--- src/rtl/pll_reconfig_pkg.sv ---
// Shared constants, register field positions and FSM types for the PLL reconfig master.
package pll_reconfig_pkg;

  localparam logic [5:0] ADDR_MODE   = 6'h00;
  localparam logic [5:0] ADDR_STATUS = 6'h01;
  localparam logic [5:0] ADDR_START  = 6'h02;
  localparam logic [5:0] ADDR_N      = 6'h03;
  localparam logic [5:0] ADDR_M      = 6'h04;
  localparam logic [5:0] ADDR_C      = 6'h05;

  localparam int unsigned HI_LSB   = 8;
  localparam int unsigned BYP_BIT  = 16;
  localparam int unsigned ODD_BIT  = 17;
  localparam int unsigned CSEL_LSB = 18;
  localparam int unsigned WORD_W   = 18;
  localparam int unsigned DIV_MAX  = 510;

  typedef enum logic [2:0] {
    StIdle,
    StChk,
    StWrMode,
    StWrN,
    StWrM,
    StWrC,
    StWrStart,
    StWaitLock
  } state_e;

  typedef enum logic [1:0] {
    ErrNone    = 2'd0,
    ErrIllegal = 2'd1,
    ErrTimeout = 2'd2
  } err_code_e;

  function automatic logic [5:0] wr_addr(state_e st);
    case (st)
      StWrN:     return ADDR_N;
      StWrM:     return ADDR_M;
      StWrC:     return ADDR_C;
      StWrStart: return ADDR_START;
      default:   return ADDR_MODE;
    endcase
  endfunction

endpackage

--- src/rtl/pll_reconfig_if.sv ---
// Avalon-MM link between the reconfig master and the PLL reconfig management slave.
interface pll_reconfig_if;
  logic [5:0]  address;
  logic        write;
  logic        read;
  logic [31:0] writedata;
  logic        waitrequest;

  modport master (
    output address,
    output write,
    output read,
    output writedata,
    input  waitrequest
  );

  modport slave (
    input  address,
    input  write,
    input  read,
    input  writedata,
    output waitrequest
  );
endinterface

--- src/rtl/pll_div_encode.sv ---
// Encodes one divide value into the reconfig counter word (bypass, high/low counts, odd bit).
module pll_div_encode
  import pll_reconfig_pkg::*;
#(
  parameter int unsigned DIV_W = 9
) (
  input  logic [DIV_W-1:0]  div,
  output logic              legal,
  output logic [WORD_W-1:0] word
);

  logic [31:0] dv;

  always_comb begin
    dv    = 32'(div);
    legal = (dv != 32'd0) && (dv <= DIV_MAX);
    word  = '0;
    if (dv == 32'd1) begin
      word[BYP_BIT] = 1'b1;
    end else begin
      // Odd values put the extra cycle in the high phase.
      word[HI_LSB +: 8] = 8'((dv + 32'd1) >> 1);
      word[7:0]         = 8'(dv >> 1);
      word[ODD_BIT]     = dv[0];
    end
  end

endmodule

--- src/rtl/pll_reconfig_master.sv ---
// Avalon-MM initiator: encodes one divider set, writes the PLL reconfig registers,
// starts reconfiguration and waits for lock (or a timeout).
module pll_reconfig_master
  import pll_reconfig_pkg::*;
#(
  parameter int unsigned DIV_W        = 9,
  parameter int unsigned LOCK_TIMEOUT = 65535
) (
  input  logic             clk_clk,
  input  logic             reset_reset_n,
  input  logic             cfg_valid,
  output logic             cfg_ready,
  input  logic [DIV_W-1:0] cfg_n,
  input  logic [DIV_W-1:0] cfg_m,
  input  logic [DIV_W-1:0] cfg_c,
  input  logic [4:0]       cfg_c_sel,
  output logic             busy,
  output logic             done,
  output logic             err,
  output logic [1:0]       err_code,
  pll_reconfig_if.master   avm,
  input  logic             pll_locked
);

  localparam int unsigned CNT_W = $clog2(LOCK_TIMEOUT + 1);

  state_e            state_q, state_d;
  logic [CNT_W-1:0]  cnt_q, cnt_d;
  logic [DIV_W-1:0]  n_q, m_q, c_q;
  logic [4:0]        csel_q;
  logic [1:0]        sync_q;
  logic              done_q, done_d, err_q, err_d;
  err_code_e         err_code_q, err_code_d;

  logic              accept, locked_s, timeout, all_legal;
  logic              n_legal, m_legal, c_legal;
  logic [WORD_W-1:0] n_word, m_word, c_word;

  assign accept    = cfg_valid && (state_q == StIdle);
  assign locked_s  = sync_q[1];
  assign timeout   = (32'(cnt_q) + 32'd1) >= LOCK_TIMEOUT;
  assign all_legal = n_legal && m_legal && c_legal;

  pll_div_encode #(.DIV_W(DIV_W)) u_enc_n (.div(n_q), .legal(n_legal), .word(n_word));
  pll_div_encode #(.DIV_W(DIV_W)) u_enc_m (.div(m_q), .legal(m_legal), .word(m_word));
  pll_div_encode #(.DIV_W(DIV_W)) u_enc_c (.div(c_q), .legal(c_legal), .word(c_word));

  // Request capture and pll_locked synchroniser.
  always_ff @(posedge clk_clk or negedge reset_reset_n) begin
    if (!reset_reset_n) begin
      sync_q <= '0;
      n_q    <= '0;
      m_q    <= '0;
      c_q    <= '0;
      csel_q <= '0;
    end else begin
      sync_q <= {sync_q[0], pll_locked};
      if (accept) begin
        n_q    <= cfg_n;
        m_q    <= cfg_m;
        c_q    <= cfg_c;
        csel_q <= cfg_c_sel;
      end
    end
  end

  // State register; done/err/err_code are registered so they align with the return to idle.
  always_ff @(posedge clk_clk or negedge reset_reset_n) begin
    if (!reset_reset_n) begin
      state_q    <= StIdle;
      cnt_q      <= '0;
      done_q     <= 1'b0;
      err_q      <= 1'b0;
      err_code_q <= ErrNone;
    end else begin
      state_q    <= state_d;
      cnt_q      <= cnt_d;
      done_q     <= done_d;
      err_q      <= err_d;
      err_code_q <= err_code_d;
    end
  end

  always_comb begin
    state_d = state_q;
    cnt_d   = '0;
    case (state_q)
      StIdle:     if (accept) state_d = StChk;
      StChk:      state_d = all_legal ? StWrMode : StIdle;
      StWrMode:   if (!avm.waitrequest) state_d = StWrN;
      StWrN:      if (!avm.waitrequest) state_d = StWrM;
      StWrM:      if (!avm.waitrequest) state_d = StWrC;
      StWrC:      if (!avm.waitrequest) state_d = StWrStart;
      StWrStart:  if (!avm.waitrequest) state_d = StWaitLock;
      StWaitLock: begin
        cnt_d = cnt_q + 1'b1;
        if (locked_s || timeout) state_d = StIdle;
      end
      default:    state_d = StIdle;
    endcase
  end

  always_comb begin
    avm.write     = 1'b0;
    avm.read      = 1'b0;
    avm.address   = '0;
    avm.writedata = '0;
    done_d        = 1'b0;
    err_d         = 1'b0;
    err_code_d    = err_code_q;
    cfg_ready     = (state_q == StIdle);
    busy          = (state_q != StIdle);
    case (state_q)
      StIdle: if (accept) err_code_d = ErrNone;
      StChk: begin
        if (!all_legal) begin
          err_d      = 1'b1;
          err_code_d = ErrIllegal;
        end
      end
      StWrMode, StWrN, StWrM, StWrC, StWrStart: begin
        avm.write   = 1'b1;
        avm.address = wr_addr(state_q);
        case (state_q)
          StWrN:     avm.writedata = 32'(n_word);
          StWrM:     avm.writedata = 32'(m_word);
          StWrC:     avm.writedata = 32'(c_word) | (32'(csel_q) << CSEL_LSB);
          StWrStart: avm.writedata = 32'd1;
          default:   avm.writedata = 32'd0;
        endcase
      end
      StWaitLock: begin
        // Lock wins over a coincident timeout.
        if (locked_s) begin
          done_d = 1'b1;
        end else if (timeout) begin
          err_d      = 1'b1;
          err_code_d = ErrTimeout;
        end
      end
      default: ;
    endcase
  end

  assign done     = done_q;
  assign err      = err_q;
  assign err_code = err_code_q;

endmodule

--- src/flat_wrapper.sv ---
// flat-port wrapper written by rule: the top's interface ports become plain ports
module pll_reconfig_master_flat import pll_reconfig_pkg::*;
#(
  parameter int unsigned DIV_W        = 9,
  parameter int unsigned LOCK_TIMEOUT = 65535
)
  (clk_clk, reset_reset_n, cfg_valid, cfg_ready, cfg_n, cfg_m, cfg_c, cfg_c_sel, busy, done, err, err_code, pll_locked, avm_address, avm_write, avm_read, avm_writedata, avm_waitrequest);
  pll_reconfig_if avm_i ();
  input  logic clk_clk;
  input  logic reset_reset_n;
  input  logic cfg_valid;
  output logic cfg_ready;
  input  logic [DIV_W-1:0] cfg_n;
  input  logic [DIV_W-1:0] cfg_m;
  input  logic [DIV_W-1:0] cfg_c;
  input  logic [4:0] cfg_c_sel;
  output logic busy;
  output logic done;
  output logic err;
  output logic [1:0] err_code;
  input  logic pll_locked;
  output wire logic [$bits(avm_i.address)-1:0] avm_address;
  output wire logic [$bits(avm_i.write)-1:0] avm_write;
  output wire logic [$bits(avm_i.read)-1:0] avm_read;
  output wire logic [$bits(avm_i.writedata)-1:0] avm_writedata;
  input wire logic [$bits(avm_i.waitrequest)-1:0] avm_waitrequest;
  assign avm_address = avm_i.address;
  assign avm_write = avm_i.write;
  assign avm_read = avm_i.read;
  assign avm_writedata = avm_i.writedata;
  assign avm_i.waitrequest = avm_waitrequest;
  pll_reconfig_master #(.DIV_W(DIV_W), .LOCK_TIMEOUT(LOCK_TIMEOUT)) u_core (.clk_clk(clk_clk), .reset_reset_n(reset_reset_n), .cfg_valid(cfg_valid), .cfg_ready(cfg_ready), .cfg_n(cfg_n), .cfg_m(cfg_m), .cfg_c(cfg_c), .cfg_c_sel(cfg_c_sel), .busy(busy), .done(done), .err(err), .err_code(err_code), .avm(avm_i), .pll_locked(pll_locked));
endmodule
--- config.mk ---
export PLATFORM = sky130hd
export DESIGN_NAME = pll_reconfig_master_flat
export DESIGN_NICKNAME = d
export VERILOG_FILES = /design/src/rtl/pll_reconfig_pkg.sv /design/src/rtl/pll_reconfig_if.sv /design/src/rtl/pll_div_encode.sv /design/src/rtl/pll_reconfig_master.sv /design/src/flat_wrapper.sv
export SDC_FILE = /design/constraint.sdc
export NUM_CORES = 1
export LEC_CHECK = 0
export ABC_AREA = 1
export BUFFER_PORTS_ARGS = -buffer_cell sky130_fd_sc_hd__buf_2
export CAP_MARGIN = 40
export CORE_MARGIN = 2
export CORE_UTILIZATION = 55
export CTS_CLUSTER_DIAMETER = 100
export DETAILED_ROUTE_END_ITERATION = 12
export GPL_ROUTABILITY_DRIVEN = 0
export PLACE_DENSITY_LB_ADDON = 0.12
export SLEW_MARGIN = 20
export SYNTH_ARGS = -nofsm -noshare
export SYNTH_HDL_FRONTEND = slang
export SYNTH_HIERARCHICAL = 1
export SYNTH_SLANG_ARGS = --single-unit
--- constraint.sdc ---
create_clock -name clk_clk -period 1.92 [get_ports clk_clk]
set_input_delay 0.096 -clock clk_clk [delete_from_list [all_inputs] [get_ports clk_clk]]
set_output_delay 0.096 -clock clk_clk [all_outputs]
set_load 0.01 [all_outputs]
==> impl_metrics.json, run 1 <==
{
  "met2_usage_pct": 39.8,
  "boundaryPins": 83,
  "syn_area_per_cell_um2": 6.83,
  "grt_max_degree": 38,
  "power_leakage_nw": 2.73,
  "drcViolationCount": 0,
  "portBuffers": 69,
  "viasPerCell": 4.86,
  "die_h_um": 92.3,
  "h-tree-depth": 3,
  "layout-drive-gt1-share_pct": 28.6,
  "cts_buffer_depth": 2,
  "crit_path_end_kind": "flip-flop",
  "tightest_slew_ps": 519,
  "p_per_area_mw_per_mm2": 1250,
  "cts.sinks": 57,
  "synth_top_area_share_pct": 33.3,
  "fmax_ghz": 0.524,
  "initial_core_util_pct": 56.1,
  "synth_top_area_cell": "dfrtp_1",
  "dieArea_mm2": 0.00852,
  "switching_power_w": 0.00296,
  "p_clk_share_pct": 18.5,
  "rsz0062_at_grt": "true",
  "outcome": "complete, no violations",
  "overflow": 0,
  "final_max_slew_viol_count": 0,
  "use_met1_pct": 36.4,
  "hp-class": "input pin to flip-flop",
  "swShare_pct": 43.9,
  "cap_violations": 0,
  "critPathSlowestCell": "dfrtp_2",
  "synth_common_cells": "165 x nand2_1, 96 x nor2_1, 79 x inv_1",
  "seqCellArea_mm2": 0.00144,
  "core_area_mm2": 0.00765,
  "clkSlewWorstSetupHoldPaths_ps": 70,
  "combPwrFrac_pct": 49.1,
  "yosysMostFrequentCell": "nand2_1",
  "clk_latency_ps": 340,
  "dp_cells": 781,
  "wl_per_cell_um": 12.8,
  "dr.pass1.iters": 4,
  "drtIter0Drc": 203,
  "skew_ps": 10.3,
  "path_cells": "ha_4 -> nand2_4 -> inv_1 -> nand2_2 -> nand2_1 -> nand3b_1 -> nor2_2 -> nand2_1 -> nor2_1 -> nand2_1 -> nand3_2 -> nand2_2 -> nand2_1 -> nand2_1",
  "cp.required_ps": 2150,
  "antenna_cells": 0,
  "utilization_pct": 70.9,
  "use_met3_pct": 3.34,
  "ys_ff_latch": 57,
  "dpl.hpwl_mm": 7.75,
  "final-setup-viol-count": 0,
  "ys_seq_area_share_pct": 33.3,
  "max_slew_margin_pct": 65.4,
  "grt_pass1_wl_mm": 17.5,
  "synth_async_sr_flop_share_pct": 100,
  "vias": 4014,
  "synth.distinct_cells": 30,
  "cts_tree": "done",
  "gr-usage-all-layers_pct": 25.5,
  "grt_pass1_vias": 3821,
  "cts_made_buffers": 9,
  "internal_power_w": 0.00379,
  "crit_arrival_ps": 2140,
  "period_needed_ps": 1910,
  "ys_warn_count": 6,
  "period_share_pct": 99.4,
  "die_w_um": 92.3,
  "rows": 32,
  "worst_hold_slack_ps": 8.22,
  "peakVddDrop_uv": 809,
  "ant_nets": 0,
  "wirelength_mm": 10.6,
  "multi_input_area_mm2": 0.00254,
  "antenna_found_initial": 0,
  "cpPeakStageDelay_ps": 470,
  "synth_edf_count": 0,
  "pwr-share-seq_pct": 32.4,
  "synth_cells": 628,
  "criticalPathCategory": "flip-flop to flip-flop",
  "crit_top_cell": "nand2_1",
  "layout.nets": 770,
  "synth_ff_type": "dfrtp_1",
  "netlist_area_mm2": 0.00429,
  "fin_cells": 826,
  "path_max_fanout": 7,
  "ys_top_cells_by_area": "dfrtp_1 33%, nand2_1 14%, nor2_1 8.4%",
  "hold_viol_final": 0,
  "top_usage_layer": "met2",
  "startpoint_type": "flip-flop",
  "clockRootBuffer": "clkbuf_8",
  "area_growth_pct": 26.4,
  "fillCellCount": 633
}
==> registers in the layout (all words and copies together), names as in the netlist, 2 cells and up <==
signal / cells
u_core/cnt_q: 16
u_core/c_q: 9
u_core/m_q: 9
u_core/n_q: 9
u_core/csel_q: 5
u_core/state_q: 3
u_core/err_code: 2
u_core/sync_q: 2
==> metrics by stage <==
stage | power [W] | TNS, ps | worst slack, ps | instance area (um2)
after floorplan | 0.00439 | 0 | 181 | 4330
after global placement | 0.00519 | 0 | 3.07 | 4700
after detailed placement | 0.00525 | -283 | -79.3 | 4700
after CTS | 0.00657 | 0 | 5.07 | 5190
after global routing | 0.00733 | -542 | -138 | 5420
final | 0.00675 | 0 | 11.3 | 5420
==> worst max-delay path: cells and delay by family (launching register included) <==
kind                       cells  cell delay (ps)
adders and majority gates      1              200
buffers and inverters          1               50
DFF                            1              470
and+or+nand+nor               12             1080
==> power groups by stage <==
stage | clock network [W] | logic [W] | registers (W)
6_report | 0.00125 | 0.00331 | 0.00219
5_1_grt | 0.00133 | 0.00373 | 0.00227
4_1_cts | 0.00127 | 0.00317 | 0.00213
3_5_place_dp | 0 | 0.00310 | 0.00214
3_3_place_gp | 0 | 0.00305 | 0.00214
2_1_floorplan | 0 | 0.00241 | 0.00198
==> area by class of cell <==
class	instances	share of cell area, %
clock buffers	10	2.35
clock inverters	6	1.71
inverters	83	5.82
multi-input cells	456	46.9
flip-flops and latches	57	26.5
well taps	102	2.35
repair buffers	112	14.3
==> kinds of logic after synthesis <==
group / after synthesis / share of synthesized area (%)
xor+xnor: 17 / 3.47
other cells: 1 / 0.0875
buf+inv: 127 / 12.8
fa+ha+maj: 14 / 4.09
flops: 57 / 33.3
simple gates: 369 / 37.2
mux: 27 / 7.09
compound gates: 16 / 1.93
==> path summary, 6_finish.rpt <==
check / from / to / slack (ps) / cells past startpoint
max in group asynchronous: reset_reset_n / u_core/cnt_q[0]$_DFF_PN0_ / 1070 / 3
min in group asynchronous: reset_reset_n / u_core/sync_q[1]$_DFF_PN0_ / 260 / 2
worst max-delay path: u_core/cnt_q[0]$_DFF_PN0_ / u_core/state_q[1]$_DFFE_PN0P_ / 10 / 14
worst max register to register: u_core/cnt_q[0]$_DFF_PN0_ / u_core/state_q[1]$_DFFE_PN0P_ / 10 / 14
worst min-delay path: cfg_c[7] / u_core/c_q[7]$_DFFE_PN0P_ / 8 / 2
worst min register to register: u_core/sync_q[0]$_DFF_PN0_ / u_core/sync_q[1]$_DFF_PN0_ / 360 / 0
==> cells in the final DEF (no fill, tap or decap), types with 11 or more instances in the layout <==
master         instances
buf_4                 13
inv_2                 11
nand3_1               58
inv_1                 71
buf_2                 69
dfrtp_1               47
dlygate4sd3_1         25
nor2_1                92
mux2_2                24
nor2_2                16
nand2_2               14
xor2_1                13
nand2_1              156
conb_1                13
==> routing by layer <==
layer  up-vias  part of all wire (%)
met1      1806                    48
met5         -                     0
met3        10                   4.9
li1       2081                     -
met4         0                   1.2
met2       117                    46
==> what timing repair did <==
item | 4_1_cts | 5_1_grt
endpoints found under the hold margin | 45 | 0
pin swaps | 1 | 19
gates resized for setup | 7 | 54
endpoints found under the setup margin | 6 | 25
hold buffers | 25 | 0
buffers inserted | 0 | 4
Power figures use the tool's default switching activity.
==> inputs of run 2 (changes only) <==
--- a/config.mk
+++ b/config.mk
@@ -5,7 +5,7 @@
 export SDC_FILE = /design/constraint.sdc
 export NUM_CORES = 1
 export LEC_CHECK = 0
-export ABC_AREA = 1
+export ABC_AREA = 0
 export BUFFER_PORTS_ARGS = -buffer_cell sky130_fd_sc_hd__buf_2
 export CAP_MARGIN = 40
 export CORE_MARGIN = 2
==> impl_metrics.json, run 2 <==
{
  "clockRootBuffer": "clkbuf_8",
  "peakVddDrop_uv": 966,
  "dr.pass1.iters": 5,
  "ys_seq_area_share_pct": 36.2,
  "fin_cells": 652,
  "holdPathStages": 3,
  "cts_tree": "done",
  "top_register": "u_core/cnt_q",
  "grt_pass1_wl_mm": 16.2,
  "period_share_pct": 111,
  "dpl.hpwl_mm": 6.75,
  "ant_nets": 0,
  "layout.nets": 602,
  "crit_path_end_kind": "output port",
  "viasPerCell": 5.61,
  "ys_warn_count": 6,
  "cap_violations": 0,
  "core_area_mm2": 0.00687,
  "synth_top_area_share_pct": 36.2,
  "violations": "setup timing",
  "criticalPathCategory": "flip-flop to output port",
  "final_max_slew_viol_count": 0,
  "initial_core_util_pct": 57.3,
  "wl_per_cell_um": 16.2,
  "final-setup-viol-count": 14,
  "synth_top_area_cell": "dfrtp_1",
  "yosysMostFrequentCell": "dfrtp_1",
  "startpoint_type": "flip-flop",
  "wirelength_mm": 10.5,
  "worst_hold_slack_ps": 129,
  "mostFrequentLayoutCell": "buf_2",
  "power_leakage_nw": 2.49,
  "min-delay-start": "avm_waitrequest",
  "dp_cells": 584,
  "drcViolationCount": 0,
  "worstReg2RegStart": "u_core/cnt_q[0]$_DFF_PN0_",
  "clk_latency_ps": 340,
  "cts_made_buffers": 9,
  "drtIter0Drc": 170,
  "synth_common_cells": "57 x dfrtp_1, 35 x a22o_1, 34 x clkbuf_1",
  "area_growth_pct": 38.7,
  "ys_ff_latch": 57,
  "vias": 3660,
  "fmax_ghz": 0.468,
  "placedInstanceArea_mm2": 0.00454,
  "synth_cells": 417,
  "grt_max_degree": 36,
  "reg2reg_slack_ps": -90,
  "synth_async_sr_flop_share_pct": 100,
  "path_max_fanout": 3,
  "finalWorstSetupSlack_ps": -216,
  "regToRegEndpoint": "u_core/state_q[1]$_DFFE_PN0P_",
  "period_needed_ps": 2140,
  "layout-drive-gt1-share_pct": 40.5,
  "portBuffers": 69,
  "layout_common_cells": "69 x buf_2, 52 x buf_4, 51 x dfrtp_1",
  "skew_ps": 8.71,
  "clkSlewWorstSetupHoldPaths_ps": 70,
  "die_h_um": 88.6,
  "netlist_area_mm2": 0.00394,
  "rsz0062_at_grt": "true",
  "grt_pass1_vias": 3416,
  "tightest_slew_ps": 627,
  "outcome": "complete, but fails checks",
  "cts_buffer_depth": 2,
  "boundaryPins": 83,
  "cp.required_ps": 1820,
  "finalInstanceArea_mm2": 0.00546,
  "ys_top_cells_by_area": "dfrtp_1 36%, mux2_2 9.2%, a22o_1 7.8%",
  "max_slew_margin_pct": 58.2,
  "crit_arrival_ps": 2040,
  "tns_ps": -1240,
  "overflow": 0,
  "gr-usage-all-layers_pct": 26.8,
  "h-tree-depth": 3,
  "r2r_cells": 8,
  "antenna_cells": 0,
  "antenna_found_initial": 0,
  "syn_area_per_cell_um2": 9.44,
  "hold_viol_final": 0,
  "cts.sinks": 57,
  "die_w_um": 88.6,
  "worstHoldEndpoint": "u_core/state_q[0]$_DFFE_PN0P_",
  "synth_ff_type": "dfrtp_1",
  "hp-class": "input pin to flip-flop",
  "largest_reg_flops": 16,
  "dieArea_mm2": 0.00785,
  "dpl_worst_slack_ps": -57.0,
  "synth.distinct_cells": 44,
  "rows": 30,
  "p_per_area_mw_per_mm2": 1430,
  "synth_edf_count": 0
}
run 2: area by class of cell:
| class | count | area, um2 |
|---|---|---|
| clock buffers | 12 | 155 |
| clock inverters | 4 | 51.3 |
| fillers | 428 | 1410 |
| inverters | 18 | 70.1 |
| multi-input cells | 300 | 2420 |
| flip-flops and latches | 57 | 1430 |
| well taps | 96 | 120 |
| repair buffers | 165 | 1210 |
run 2: worst max-delay path: stages (launching register included):
cell,delay [ps]
dfrtp_2,430
nor4_4,340
buf_4,180
nand3_2,80
and2_1,170
a22o_1,190
a22o_1,180
buf_2,140
run 2: worst max-delay path by stage:
stage / from / to
2_1_floorplan: u_core/cnt_q[0]$_DFF_PN0_ / u_core/state_q[0]$_DFFE_PN0P_
3_3_place_gp: u_core/cnt_q[1]$_DFF_PN0_ / u_core/state_q[0]$_DFFE_PN0P_
3_5_place_dp: u_core/cnt_q[0]$_DFF_PN0_ / u_core/state_q[0]$_DFFE_PN0P_
4_1_cts: u_core/c_q[7]$_DFFE_PN0P_ / avm_writedata[8]
5_1_grt: u_core/n_q[8]$_DFFE_PN0P_ / avm_writedata[8]
6_report: u_core/n_q[8]$_DFFE_PN0P_ / avm_writedata[8]
run 2: power breakdown:
group          switching [W]  total (W)  internal [W]
combinational        0.00225    0.00451       0.00226
sequential          0.000467    0.00208       0.00161
clock               0.000522    0.00119      0.000671
total                0.00324    0.00778       0.00454
run 2: kinds of logic (layout without fill, tap and decap cells):
kind of cell / count (synthesis) / count (layout) / synth area share (%)
adders and majority gates: 14 / 14 / 4.45
xor gates and xnor gates: 36 / 36 / 8.01
other: 1 / 13 / 0.0953
muxes: 34 / 34 / 9.67
DFF: 57 / 57 / 36.2
AOI/OAI and AO/OA: 72 / 72 / 14.1
buffers and inverters: 72 / 199 / 8.33
and+or+nand+nor: 131 / 131 / 19.1
run 2: metrics by stage:
step,util [%],total power (W)
3_5_place_dp,66.1,0.00591
6_report,79.4,0.00778
2_1_floorplan,-,0.00452
3_3_place_gp,66.1,0.00581
4_1_cts,76.6,0.00747
5_1_grt,79.4,0.00827
run 2: what timing repair did:
action                                  CTS  global route
endpoints found under the hold margin    59             0
endpoints found under the setup margin   23            23
resized for setup                        28            25
setup buffers                            10             9
hold buffers                             34             0
pin swaps                                23            14
run 2: layer usage:
metal	share of wire, %	wire, um	GRT usage, %
met1	44	4660	35.8
met2	48	5030	43.8
met3	6.0	630	5.04
met5	0	0	0
met4	2.1	221	9.23
==> inputs of run 3 (changes only) <==
--- a/config.mk
+++ b/config.mk
@@ -8,8 +8,10 @@
 export ABC_AREA = 0
 export BUFFER_PORTS_ARGS = -buffer_cell sky130_fd_sc_hd__buf_2
 export CAP_MARGIN = 40
+export CELL_PAD_IN_SITES_DETAIL_PLACEMENT = 1
+export CELL_PAD_IN_SITES_GLOBAL_PLACEMENT = 2
 export CORE_MARGIN = 2
-export CORE_UTILIZATION = 55
+export CORE_UTILIZATION = 34
 export CTS_CLUSTER_DIAMETER = 100
 export DETAILED_ROUTE_END_ITERATION = 12
 export GPL_ROUTABILITY_DRIVEN = 0
==> impl_metrics.json, run 3 (synthesis results as in run 2) <==
{
  "reg2reg_slack_ps": -100,
  "drcViolationCount": 0,
  "initial_core_util_pct": 34.6,
  "cp_top_family": "simple AND/OR/NAND/NOR gates",
  "cts_made_buffers": 9,
  "holdPathStages": 2,
  "hold_viol_final": 0,
  "die_w_um": 112,
  "core_area_mm2": 0.0114,
  "dieArea_mm2": 0.0125,
  "vias": 3557,
  "finalInstanceArea_mm2": 0.00580,
  "grt_max_degree": 38,
  "startpoint_type": "flip-flop",
  "clkSlewWorstSetupHoldPaths_ps": 50,
  "grt_pass1_vias": 3768,
  "viasPerCell": 5.07,
  "finalWorstSetupSlack_ps": -245,
  "crit_path_end_kind": "output port",
  "dpl.hpwl_mm": 8.47,
  "rows": 39,
  "final-setup-viol-count": 13,
  "portBuffers": 69,
  "largest_reg_flops": 16,
  "critical_path_buf_inv_count": 2,
  "dr.pass1.iters": 6,
  "grt_pass1_wl_mm": 19.6,
  "gr-usage-all-layers_pct": 19.6,
  "period_share_pct": 113,
  "placedInstanceArea_mm2": 0.00468,
  "final_max_slew_viol_count": 0,
  "layout-drive-gt1-share_pct": 44.3,
  "clockRootBuffer": "clkbuf_16",
  "power_leakage_nw": 2.63,
  "crit_top_cell": "a22o_1",
  "ant_nets": 0,
  "cpPeakStageDelay_ps": 420,
  "area_growth_pct": 47.3,
  "hp-class": "input pin to flip-flop",
  "violations": "setup timing",
  "clk_latency_ps": 340,
  "layout_common_cells": "68 x buf_2, 57 x buf_4, 48 x dfrtp_1",
  "period_needed_ps": 2170,
  "outcome": "complete, but fails checks",
  "dp_cells": 641,
  "wl_per_cell_um": 17.1,
  "h-tree-depth": 3,
  "power.total_w": 0.00876,
  "skew_ps": 8.49,
  "boundaryPins": 83,
  "path_max_fanout": 4,
  "top_register": "u_core/cnt_q",
  "path_cells": "nor4_4 -> buf_4 -> nand3_2 -> and2_4 -> a22o_1 -> a22o_1 -> buf_2",
  "rsz0062_at_grt": "true",
  "p_per_area_mw_per_mm2": 1510,
  "antenna_found_initial": 0,
  "die_h_um": 112,
  "fmax_ghz": 0.462,
  "worst_hold_slack_ps": 9.78,
  "antenna_cells": 0,
  "layout.nets": 604,
  "criticalPathCategory": "flip-flop to output port",
  "fin_cells": 701,
  "cts_buffer_depth": 2,
  "cap_violations": 0,
  "peakVddDrop_uv": 624,
  "cts.sinks": 57,
  "cts_tree": "done",
  "overflow": 0,
  "mostFrequentLayoutCell": "buf_2",
  "cp.required_ps": 1820,
  "critPathSlowestCell": "dfrtp_2",
  "wirelength_mm": 12.0,
  "crit_arrival_ps": 2070,
  "drtIter0Drc": 150,
  "worst-path-stages": 7,
  "r2r_cells": 7
}
[run 3: cell types whose count changed in the layout (fill, tap and decap cells not counted), moves of 3 or more]
| cell | delta |
|---|---|
| dfrtp_1 | -3 |
| clkbuf_8 | -11 |
| bufinv_16 | +3 |
| dfrtp_2 | +3 |
| buf_4 | +5 |
| clkbuf_16 | +9 |
| dlygate4sd3_1 | -4 |
[run 3: timing repair]
action                     CTS  global route
gates resized for setup     28            49
hold endpoints to repair    70             0
pin swaps                   19            22
buffers inserted             6            10
gates cloned                 0             0
hold buffers                30             0
setup endpoints to repair   22            24
[run 3: where the power goes]
part | leakage, nW | total [W] | internal (W) | switching [W]
Sequential | 0.713 | 0.00207 | 0.00162 | 0.000450
Clock | 0.176 | 0.00199 | 0.00139 | 0.000591
Combinational | 1.74 | 0.00471 | 0.00235 | 0.00236
[run 3: final timing paths]
check                                           start                              to
max in group asynchronous               reset_reset_n       u_core/n_q[8]$_DFFE_PN0P_
max reg2reg                 u_core/cnt_q[1]$_DFF_PN0_  u_core/err_code[1]$_DFFE_PN0P_
min                                          cfg_c[5]       u_core/c_q[5]$_DFFE_PN0P_
min reg2reg                u_core/sync_q[0]$_DFF_PN0_      u_core/sync_q[1]$_DFF_PN0_
max                         u_core/c_q[5]$_DFFE_PN0P_                avm_writedata[8]
min in group asynchronous               reset_reset_n       u_core/m_q[1]$_DFFE_PN0P_
[run 3: worst reg2reg max path, stage by stage, from the launching register on]
cell and delay, ps:
dfrtp_2 430, ha_4 180, nand3_4 80, xor2_2 160
or3_4 430, nor4_4 290, and3_4 250, o311a_1 140
[run 3: final cells by class]
type | instances | area [um2]
inverters | 18 | 67.6
well taps | 143 | 179
multi-input cells | 300 | 2520
fillers | 1263 | 5570
repair buffers | 167 | 1230
clock inverters | 6 | 130
flip-flops and latches | 57 | 1440
clock buffers | 10 | 229
[run 3: per-layer routing]
layer  vias up  global-route usage [%]  routed length (um)
li1       1717                       -                   -
met1      1765                    26.4                5640
met2        66                    31.8                5830
met3         9                    3.27                 331
met4         0                    7.16                 179
met5         -                       0                   0
[run 3: through the flow]
step	setup TNS, ps	setup slack, ps	utilization, %
after floorplan	0	17.1	-
after global placement	-63.7	-33.1	41.1
after detailed placement	-568	-140	41.1
after CTS	-1410	-245	48.4
after global routing	-2420	-288	51.0
final	-1320	-245	51.0
